--- src/rtl/branch_pkg.sv ---
// Shared definitions for the branch predictor and its resolve queue.
package branch_pkg;

  // 2-bit saturating predictor counter encodings (shared with the predictor).
  typedef enum logic [1:0] {
    SNT = 2'd0,
    WNT = 2'd1,
    WT  = 2'd2,
    ST  = 2'd3
  } bp_state_e;

  localparam int BRQ_DEPTH_DEF = 4;
  localparam int BRQ_CNT_W_DEF = 16;

endpackage

--- src/rtl/brq_fifo.sv ---
// Synchronous FIFO of 1-bit predictions with push/pop and a priority clear.
// The caller only asserts push when there is room (or a same-edge pop) and
// only asserts pop when the FIFO is not empty.
module brq_fifo #(
  parameter int DEPTH = 4,
  parameter int PTR_W = 2
) (
  input  logic             clk_i,
  input  logic             rst_i,
  input  logic             push_i,
  input  logic             data_i,
  input  logic             pop_i,
  input  logic             clear_i,
  output logic             head_o,
  output logic             full_o,
  output logic             empty_o,
  output logic [PTR_W:0]   count_o
);

  localparam logic [PTR_W:0] DEPTH_C = (PTR_W + 1)'(DEPTH);

  logic             mem_q [DEPTH];
  logic [PTR_W-1:0] wr_ptr_q, wr_ptr_d;
  logic [PTR_W-1:0] rd_ptr_q, rd_ptr_d;
  logic [PTR_W:0]   count_q, count_d;

  // Next pointers and occupancy; clear wins over push and pop.
  always_comb begin
    wr_ptr_d = wr_ptr_q;
    rd_ptr_d = rd_ptr_q;
    count_d  = count_q;
    if (clear_i) begin
      wr_ptr_d = '0;
      rd_ptr_d = '0;
      count_d  = '0;
    end else begin
      if (push_i) wr_ptr_d = wr_ptr_q + PTR_W'(1);
      if (pop_i)  rd_ptr_d = rd_ptr_q + PTR_W'(1);
      case ({push_i, pop_i})
        2'b10:   count_d = count_q + (PTR_W + 1)'(1);
        2'b01:   count_d = count_q - (PTR_W + 1)'(1);
        default: count_d = count_q;
      endcase
    end
  end

  // Pointer and occupancy registers.
  always_ff @(posedge clk_i) begin
    if (rst_i) begin
      wr_ptr_q <= '0;
      rd_ptr_q <= '0;
      count_q  <= '0;
    end else begin
      wr_ptr_q <= wr_ptr_d;
      rd_ptr_q <= rd_ptr_d;
      count_q  <= count_d;
    end
  end

  // Storage write; contents are don't-care after reset or clear.
  always_ff @(posedge clk_i) begin
    if (push_i && !clear_i) mem_q[wr_ptr_q] <= data_i;
  end

  assign head_o  = mem_q[rd_ptr_q];
  assign count_o = count_q;
  assign full_o  = (count_q == DEPTH_C);
  assign empty_o = (count_q == '0);

endmodule

--- src/rtl/branch_resolve_queue.sv ---
// Holds in-flight branch predictions oldest first, resolves them in order,
// drives the predictor update strobe and flushes younger entries on mispredict.
// Handshake: pred_valid and resolve_valid are single-cycle valid strobes with
// no ready; pred_valid is ignored while full unless a pop frees the slot on
// the same edge, and resolve_valid while empty is reported via resolve_err.
module branch_resolve_queue
  import branch_pkg::*;
#(
  parameter int DEPTH = BRQ_DEPTH_DEF,
  parameter int PTR_W = $clog2(DEPTH),
  parameter int CNT_W = BRQ_CNT_W_DEF
) (
  input  logic             clk,
  input  logic             rst,
  input  logic             pred_valid,
  input  logic             pred_taken,
  input  logic             resolve_valid,
  input  logic             resolve_taken,
  output logic             result,
  output logic             taken,
  output logic             mispredict,
  output logic             flush,
  output logic             full,
  output logic             empty,
  output logic [PTR_W:0]   count,
  output logic             resolve_err,
  output logic [CNT_W-1:0] mispred_cnt
);

  logic head;
  logic pop, mis, push;

  logic             result_q, taken_q, mis_q, err_q;
  logic [CNT_W-1:0] mispred_cnt_q;

  // Pop the oldest entry on a legal resolve; a mispredict squashes any
  // same-cycle enqueue because that prediction is younger.
  always_comb begin
    pop  = resolve_valid && !empty;
    mis  = pop && (head != resolve_taken);
    push = pred_valid && !mis && (!full || pop);
  end

  brq_fifo #(
    .DEPTH (DEPTH),
    .PTR_W (PTR_W)
  ) u_fifo (
    .clk_i   (clk),
    .rst_i   (rst),
    .push_i  (push),
    .data_i  (pred_taken),
    .pop_i   (pop),
    .clear_i (mis),
    .head_o  (head),
    .full_o  (full),
    .empty_o (empty),
    .count_o (count)
  );

  // One-cycle result/mispredict/error pulses and saturating mispredict count.
  always_ff @(posedge clk) begin
    if (rst) begin
      result_q      <= 1'b0;
      taken_q       <= 1'b0;
      mis_q         <= 1'b0;
      err_q         <= 1'b0;
      mispred_cnt_q <= '0;
    end else begin
      result_q <= pop;
      taken_q  <= pop && resolve_taken;
      mis_q    <= mis;
      err_q    <= resolve_valid && empty;
      if (mis && (mispred_cnt_q != '1)) mispred_cnt_q <= mispred_cnt_q + CNT_W'(1);
    end
  end

  assign result      = result_q;
  assign taken       = taken_q;
  assign mispredict  = mis_q;
  assign flush       = mis_q;
  assign resolve_err = err_q;
  assign mispred_cnt = mispred_cnt_q;

endmodule
--- config.mk ---
export PLATFORM = sky130hd
export DESIGN_NAME = branch_resolve_queue
export DESIGN_NICKNAME = d
export VERILOG_FILES = /design/src/rtl/branch_pkg.sv /design/src/rtl/brq_fifo.sv /design/src/rtl/branch_resolve_queue.sv
export SDC_FILE = /design/constraint.sdc
export NUM_CORES = 1
export LEC_CHECK = 0
export ABC_AREA = 1
export CAP_MARGIN = 5
export CORE_UTILIZATION = 56
export CTS_CLUSTER_SIZE = 28
export DETAILED_ROUTE_END_ITERATION = 8
export GPL_TIMING_DRIVEN = 0
export PLACE_DENSITY_LB_ADDON = 0.1
export SLEW_MARGIN = 20
export SYNTH_ARGS = -nofsm -noshare
export SYNTH_HDL_FRONTEND = slang
export SYNTH_SLANG_ARGS = --single-unit
--- constraint.sdc ---
create_clock -name clk -period 4.9 [get_ports clk]
set_input_delay 0.49 -clock clk [delete_from_list [all_inputs] [get_ports clk]]
set_output_delay 0.49 -clock clk [all_outputs]
set_load 0.05 [all_outputs]
==> impl_table.tex <==
\begin{tabular}{lr}
\hline
Metric & Value \\
\hline
\multicolumn{2}{l}{\textbf{Floorplan}} \\
Y dimension of the die & between 50 and 60 µm \\
Die ar. & 0.00336 mm² \\
Top-Level Pins & 32 \\
Area of the core & 0.00285 mm² \\
Starting Density & 0.615 \\
Die W & 58.0 µm \\
Cell row count & 19 \\
\multicolumn{2}{l}{\textbf{Layout}} \\
End-of-flow core utilization & 0.761 \\
Filler-free cell count of the finished design & 293 \\
Area Overhead vs Synth & 23.7\% \\
Most used cells in the layout excluding fill and tap cells & 49 x nand2\_1, 30 x clkdlybuf4s50\_1, 29 x dfxtp\_1 \\
Fraction of layout instances using a drive strength above 1 & 0.141 \\
Count of inserted antenna diode cells & 0 \\
Leading cell type in the layout, fill and taps excluded & nand2\_1 \\
Layout net count & $\sim$270 \\
\multicolumn{2}{l}{\textbf{Critical path}} \\
Arrival time at the worst endpoint & 1.89 ns \\
Critical path launch point type & flop \\
Critical-path top delay cell & clkdlybuf4s50\_1 \\
Critical path class & reg -> out \\
Crit. End Element & output pin \\
Crit path cell chain & nor3\_2 -> clkdlybuf4s50\_1 \\
Maximum single-stage delay on the critical path & approximately 0.87 ns \\
Required time at the endpoint of the critical path & approximately 4.4 ns \\
Biggest fanout along the worst timing path & 4 \\
\multicolumn{2}{l}{\textbf{Timing}} \\
Post-route minimum period & approximately 2.4 ns \\
RSZ-0062 raised after global routing & false \\
Fin Hold WS & 0.499 ns \\
Accumulated negative setup slack & 0 ns \\
Slew @ Worst Pin & 0.617 ns \\
Normalized max-slew margin & 0.589 \\
Fin Clk Skew & around 0.013 ns \\
Post-route fraction of the period consumed by the critical path & 0.486 \\
Total count of max-transition violations in the final report & 0 \\
Total of endpoints with negative setup slack in the final report & 0 \\
Number of endpoints with negative hold slack in the final report & 0 \\
Final worst-path setup slack & 2.52 ns \\
Peak Freq & about 420 MHz \\
\multicolumn{2}{l}{\textbf{Synthesis}} \\
Sequential-to-total area share from yosys stat & 0.399 \\
Number of warnings reported in the yosys synthesis log & 0 \\
Flop and latch count out of synthesis & 33 \\
Top cells by area, synth & dfxtp\_1 33\%, nand2\_1 10\%, edfxtp\_1 6.8\% \\
Count of distinct cell types in the synthesized netlist & 30 \\
Share of synthesized registers carrying an async set or reset & 0 \\
Synth area leader & dfxtp\_1 \\
Syn Inst Count & about 220 \\
Syn Nets & 236 \\
Area share of the largest cell type after synthesis & 0.331 \\
Number of synthesized flops with an enable pin & 4 \\
Top\_reg\_cell synth & dfxtp\_1 \\
Syn Area/Cell & around 7.8 µm² \\
Combined area of all synthesized cells & about 0.0018 mm² \\
\multicolumn{2}{l}{\textbf{Global routing}} \\
GR Overflow Total & 0 \\
Pin count of the biggest net entering global routing & 12 \\
Number of antenna violations at the first check in global routing & 0 \\
Vias in the first global route & 1334 \\
Global-route wire length before repair & 5790 µm \\
All-Layer GR Usage & 0.232 \\
\multicolumn{2}{l}{\textbf{Clock network}} \\
Worst-Skew Late Latency & 0.34 ns \\
Clk sink count & 33 \\
Clock Path Buffers & 2 \\
Number of buffers created by CTS & 5 \\
CTS clk-pin slew, worst paths & around 0.11 ns \\
TritonCTS clock tree & built \\
Count of hold buffers inserted by post-cts repair & 0 \\
H-tree depth & 2 \\
Library cell used as clock root buffer & clkbuf\_4 \\
Post-CTS Setup Bufs & 0 \\
Post-CTS resize count & 0 \\
\multicolumn{2}{l}{\textbf{Route}} \\
Detailed router's first-iteration violation count & 67 \\
Number of nets with antenna violations after detailed routing & 0 \\
Detailed-route via count & 1534 \\
Number of remaining DRC errors & 3 \\
DRT Pass-1 Iters & 8 \\
Average vias per placed instance & 5.24 \\
DRT Wirelength & 3570 µm \\
Average wire length per cell after detail routing & between 10 and 15 µm \\
\multicolumn{2}{l}{\textbf{Power and ir drop}} \\
Power density relative to cell area & 462 mW/mm² \\
Clock network fraction of design power & 0.200 \\
Internal power component & roughly 0.00057 W \\
Gate power share & 0.448 \\
Total net switching power & about 0.00043 W \\
Leakage power figure & about 0.83 nW \\
Sequential fraction of design power & 0.352 \\
Maximum ir drop on the vdd rail & 0.000274 V \\
Proportion of total power due to net switching & 0.430 \\
\multicolumn{2}{l}{\textbf{Placement}} \\
Number of placed instances with taps included & 285 \\
Estimated wirelength of the detail-placed design & approximately 2600 µm \\
Count of input and output buffers & 30 \\
Final weighted congestion of routability-driven global placement & 0.881 \\
Worst setup timing slack at the placement stage & 2.18 ns \\
\multicolumn{2}{l}{\textbf{Run status}} \\
Failing checks & DRC \\
Outcome & complete, but fails checks \\
\multicolumn{2}{l}{\textbf{Min path}} \\
Worst hold-check path type & reg -> reg \\
\multicolumn{2}{l}{\textbf{Run}} \\
Max capacitance violation total & 0 \\
\hline
\end{tabular}
==> critical path: cells and delay by family (launching register included) <==
family | cells | cell delay (ns)
DFF | 1 | 0.35
buffers and inverters | 1 | 0.87
and+or+nand+nor | 1 | 0.33
==> power by group through the flow <==
stage / registers, W / logic [W] / clock network [W]
final: 0.000352 / 0.000449 / 0.000201
after global routing: 0.000358 / 0.000485 / 0.000214
after CTS: 0.000353 / 0.000450 / 0.000207
after detailed placement: 0.000359 / 0.000445 / 0
after global placement: 0.000358 / 0.000438 / 0
after floorplan: 0.000435 / 0.000249 / 0
==> cell families (layout without fill, tap and decap cells) <==
group                      Yosys count  in the layout  synth area share
DFF                                 33             33             0.399
xor gates and xnor gates            12             12            0.0599
and+or+nand+nor                    112            112             0.306
buffers and inverters               32             70            0.0820
AOI/OAI and AO/OA                   29             29             0.106
adders and majority gates            6              6            0.0471
==> per-stage QoR <==
| step | cell area (µm²) | power, W |
|---|---|---|
| final | 2170 | 0.00100 |
| after global routing | 2170 | 0.00106 |
| after CTS | 2170 | 0.00101 |
| after detailed placement | 2090 | 0.000804 |
| after global placement | 2090 | 0.000796 |
| after floorplan | 1750 | 0.000684 |
==> worst paths after layout <==
check,to,from,cells past startpoint,slack [ns]
worst max-delay path,empty,u_fifo.count_o[0]$_SDFFE_PP0P_,2,2.52
worst min-delay path,u_fifo.rd_ptr_q[0]$_SDFFE_PP0P_,u_fifo.rd_ptr_q[0]$_SDFFE_PP0P_,1,0.50
worst max register to register,u_fifo.count_o[2]$_SDFFE_PP0P_,u_fifo.count_o[1]$_SDFFE_PP0P_,9,2.80
worst min register to register,u_fifo.rd_ptr_q[0]$_SDFFE_PP0P_,u_fifo.rd_ptr_q[0]$_SDFFE_PP0P_,1,0.50
==> per-layer routing <==
layer  up-vias  GRT usage  part of all wire
met3         6     0.0714             0.050
met5         -          0                 0
met2        40      0.358              0.44
li1        789          -                 -
met1       699      0.298              0.49
met4         0      0.105             0.018
==> synthesized netlist by cell type (2+ instances only) <==
cell,number
nand2_1,49
dfxtp_1,29
nor2_1,24
inv_1,23
nand3_1,17
a21oi_1,12
a21oi_2,9
nand2_2,6
xnor2_1,6
xor2_1,6
ha_1,5
nor3_1,5
edfxtp_1,4
inv_2,4
nor2_4,4
o21ai_0,4
buf_4,2
clkbuf_1,2
o21ai_1,2
==> flip-flops by register name (all words and copies together) (netlist names), named ones only <==
signal and flops:
u_fifo.wr_ptr_q 2, result 1, flush 1, u_fifo.count_o 3
u_fifo.mem_q 4, mispred_cnt 16, taken 1, u_fifo.rd_ptr_q 2
resolve_err 1
==> cell type report <==
type / count / area (µm²)
plain buffers: 5 / 42.5
inverters: 27 / 101
repair buffers: 30 / 300
clock inverters: 2 / 35.0
fillers: 223 / 683
flip-flops and latches: 33 / 701
clock buffers: 6 / 41.3
multi-input cells: 159 / 910
well taps: 31 / 38.8
Note: power is estimated with default switching activity, not from simulation.
==> RTL change: new RTL, same flow settings <==
Change the package constant `BRQ_CNT_W_DEF` from 16 to 32.
--- a/src/rtl/branch_pkg.sv
+++ b/src/rtl/branch_pkg.sv
@@ -11,5 +11,5 @@
 
   localparam int BRQ_DEPTH_DEF = 4;
-  localparam int BRQ_CNT_W_DEF = 16;
+  localparam int BRQ_CNT_W_DEF = 32;
 
 endpackage
Ports: changed (resized mispred_cnt); port bits go from 32 to 48. No check against the original RTL was run, so the function may have changed too.
==> RTL change against the original RTL <==
First-iteration DRC count increased to 2.6 times the old value; synthesized area increased by 59%; power up 26%; via count increased by 79%; worst setup slack worse by 0.11 ns; global-route usage is 5.1 points higher; combinational power up 9.6%; routed wire length rose by 97%; final area grew 59%; sequential power grew 37%; non-clock buffer count grew 22; sequential cell count rose by 16; clock power rose by 45%; largest power group unchanged.
==> RTL change: results (changes against the original RTL) <==
Status
  – Outcome: complete, no violations

Clock network
  – Clock Tree Root: clkbuf_8
  – Num CTS Buffers: 5 (unchanged)
  – Clock slew at reported path FFs: 0.09 ns (-0.02 ns)
  – H-tree level count: 2 (unchanged)
  – CTS resizes: 0 (unchanged)
  – Clock latency at the later pin of the worst-skew pair: 0.30 ns (-0.04 ns)

Synth
  – Post-Syn Nets: 424 (+80%)
  – Seq/Total Area, Yosys: 36.6% (-3.4 points)
  – Synth top area cells: dfxtp_1 32%, nand2_1 18%, nor2_1 6.6%, a21oi_1 6.3%, inv_1 5.5%
  – Distinct cell type count after synthesis: 28 (-6.7%)
  – Mux share of post-synthesis cell area: 0% (unchanged)
  – Adder-Cell Fraction of Synth Area: 2.96% (-1.7 points)
  – Post-synth ARST share: 0% (unchanged)
  – Top cells by count, synth: 137 x nand2_1, 49 x nor2_1, 45 x dfxtp_1
  – Synth Area in XOR/XNOR: 5.96% (-0.030 points)
  – EDFF count, synth: 4 (unchanged)
  – Compound-Gate Fraction of Synth Area: 8.25% (-2.3 points)
  – Yosys top cell area share: 32.3% (-0.82 points)

Placed design
  – Dpl hpwl: 5450 um (+110%)
  – I/O Buffers: 47 (+57%)
  – Routability cong.: 0.886 (+0.49%)
  – Pre-CTS setup slack: 2.12 ns (-0.0662 ns)

Min path
  – HP Class: flip-flop to flip-flop

Drt
  – Number of iterations in the first detailed-routing pass: 5 (-3)
  – Per-cell routed wire length: 13.2 um (+8.3%)
  – Via/cell ratio: 5.13 (-2.0%)
  – DRT iter0 DRCs: 172 (+160%)

STA
  – Tightest Pin Transition: 0.561 ns (-0.0561 ns)
  – Clock Skew: 0.00640 ns (-0.00690 ns)

Power and ir drop
  – VDD IR max: 404 uV (+47%)
  – Logic pwr share: 38.9% (-5.9 points)
  – Power share of the sequential group: 38.0% (+2.8 points)
  – Switch Pwr: 0.508 mW (+18%)
  – P_leak: 1.29 nW (+56%)

Layout
  – NumNets Final: 478 (+75%)
  – Filler cells: 421 (+89%)
  – Share of layout cells above drive strength 1: 6.64% (-7.5 points)
  – Max FFs per register: 32 (+16)

Setup path
  – CP top delay family: simple AND/OR/NAND/NOR gates
  – WP data arrival: 2.70 ns (+0.81 ns)
  – Critical-path cell with the highest stage delay: clkdlybuf4s50_1
  – Critical Path Max Stage Delay: 0.49 ns (-0.38 ns)
  – Crit Path Max Fanout: 6 (+2)

GRT
  – Vias in the first global route: 2487 (+86%)
  – Gr usage total: 28.3% (+5.1 points)
  – Global-route wire length before repair: 11400 um (+97%)
  – Initial antenna violation count: 0 (unchanged)
  – Largest net degree at the start of global routing: 16 (+4)

Die
  – Cell Rows: 25 (+6)
[RTL change: cell count changes after synthesis, sizes merged, moves of 11 or more]
| cell | before | now |
|---|---|---|
| a21oi | 21 | 35 |
| dfxtp | 29 | 45 |
| inv | 27 | 44 |
| nand2 | 56 | 140 |
| nor2 | 28 | 54 |
| nor3 | 6 | 17 |
[RTL change: per-layer routing]
layer / global-route usage, % / wire length (um) / up-vias
met4: 10.2 / 136 / 0
met2: 50.4 / 3510 / 75
met5: 0 / 0 / -
met1: 34.2 / 2980 / 1251
met3: 4.83 / 411 / 13
li1: - / - / 1402
[RTL change: area by class of cell]
cell class | count | area (sq um) | share of cell area [%]
multi-input combinational | 309 | 1530 | 44.2
buffer | 10 | 78.8 | 2.28
timing repair buffer | 47 | 470 | 13.6
sequential | 49 | 1020 | 29.5
clock buffer | 6 | 72.6 | 2.10
tap | 67 | 83.8 | 2.42
inverter | 44 | 165 | 4.78
clock inverter | 2 | 38.8 | 1.12
[RTL change: stage by stage]
step | hold slack (ns) | instances | power, mW | area, sq um | utilization, %
finish | 0.510 | 534 | 1.26 | 3460 | 72.7
global route | 0.539 | 534 | 1.33 | 3460 | 72.7
CTS | 0.513 | 534 | 1.27 | 3460 | 72.7
detailed placement | 0.501 | 526 | 0.978 | 3350 | 70.4
global placement | 0.481 | 526 | 0.967 | 3350 | 70.4
floorplan | 0.467 | 412 | 0.834 | 2790 | -
[RTL change: kinds of logic (layout without fill, tap and decap cells)]
kind of cell,count (synthesis),in the layout
AND/OR/NAND/NOR,239,239
buffers and inverters,54,109
flip-flops,49,49
AO/OA/AOI/OAI,45,45
XOR/XNOR,19,19
adder cells (fa/ha/maj),6,6
[RTL change: worst reg2reg max path, stage by stage (launching register included)]
cell and delay, ns:
dfxtp_1 0.43, nor3_2 0.09, nor2_2 0.22, nand3_1 0.24, nand2_1 0.16, nand2_1 0.11, fa_1 0.39, or2_2 0.32
a21oi_1 0.15, nor2_1 0.06
[RTL change: worst paths after layout]
check,end,slack [ns],start,cells past startpoint
max reg2reg,u_fifo.count_o[2]$_SDFFE_PP0P_,2.63,u_fifo.count_o[0]$_SDFFE_PP0P_,9
min reg2reg,mispred_cnt[30]$_SDFFE_PP0P_,0.51,mispred_cnt[30]$_SDFFE_PP0P_,2
min,mispred_cnt[30]$_SDFFE_PP0P_,0.51,mispred_cnt[30]$_SDFFE_PP0P_,2
max,u_fifo.count_o[2]$_SDFFE_PP0P_,2.41,resolve_valid,10
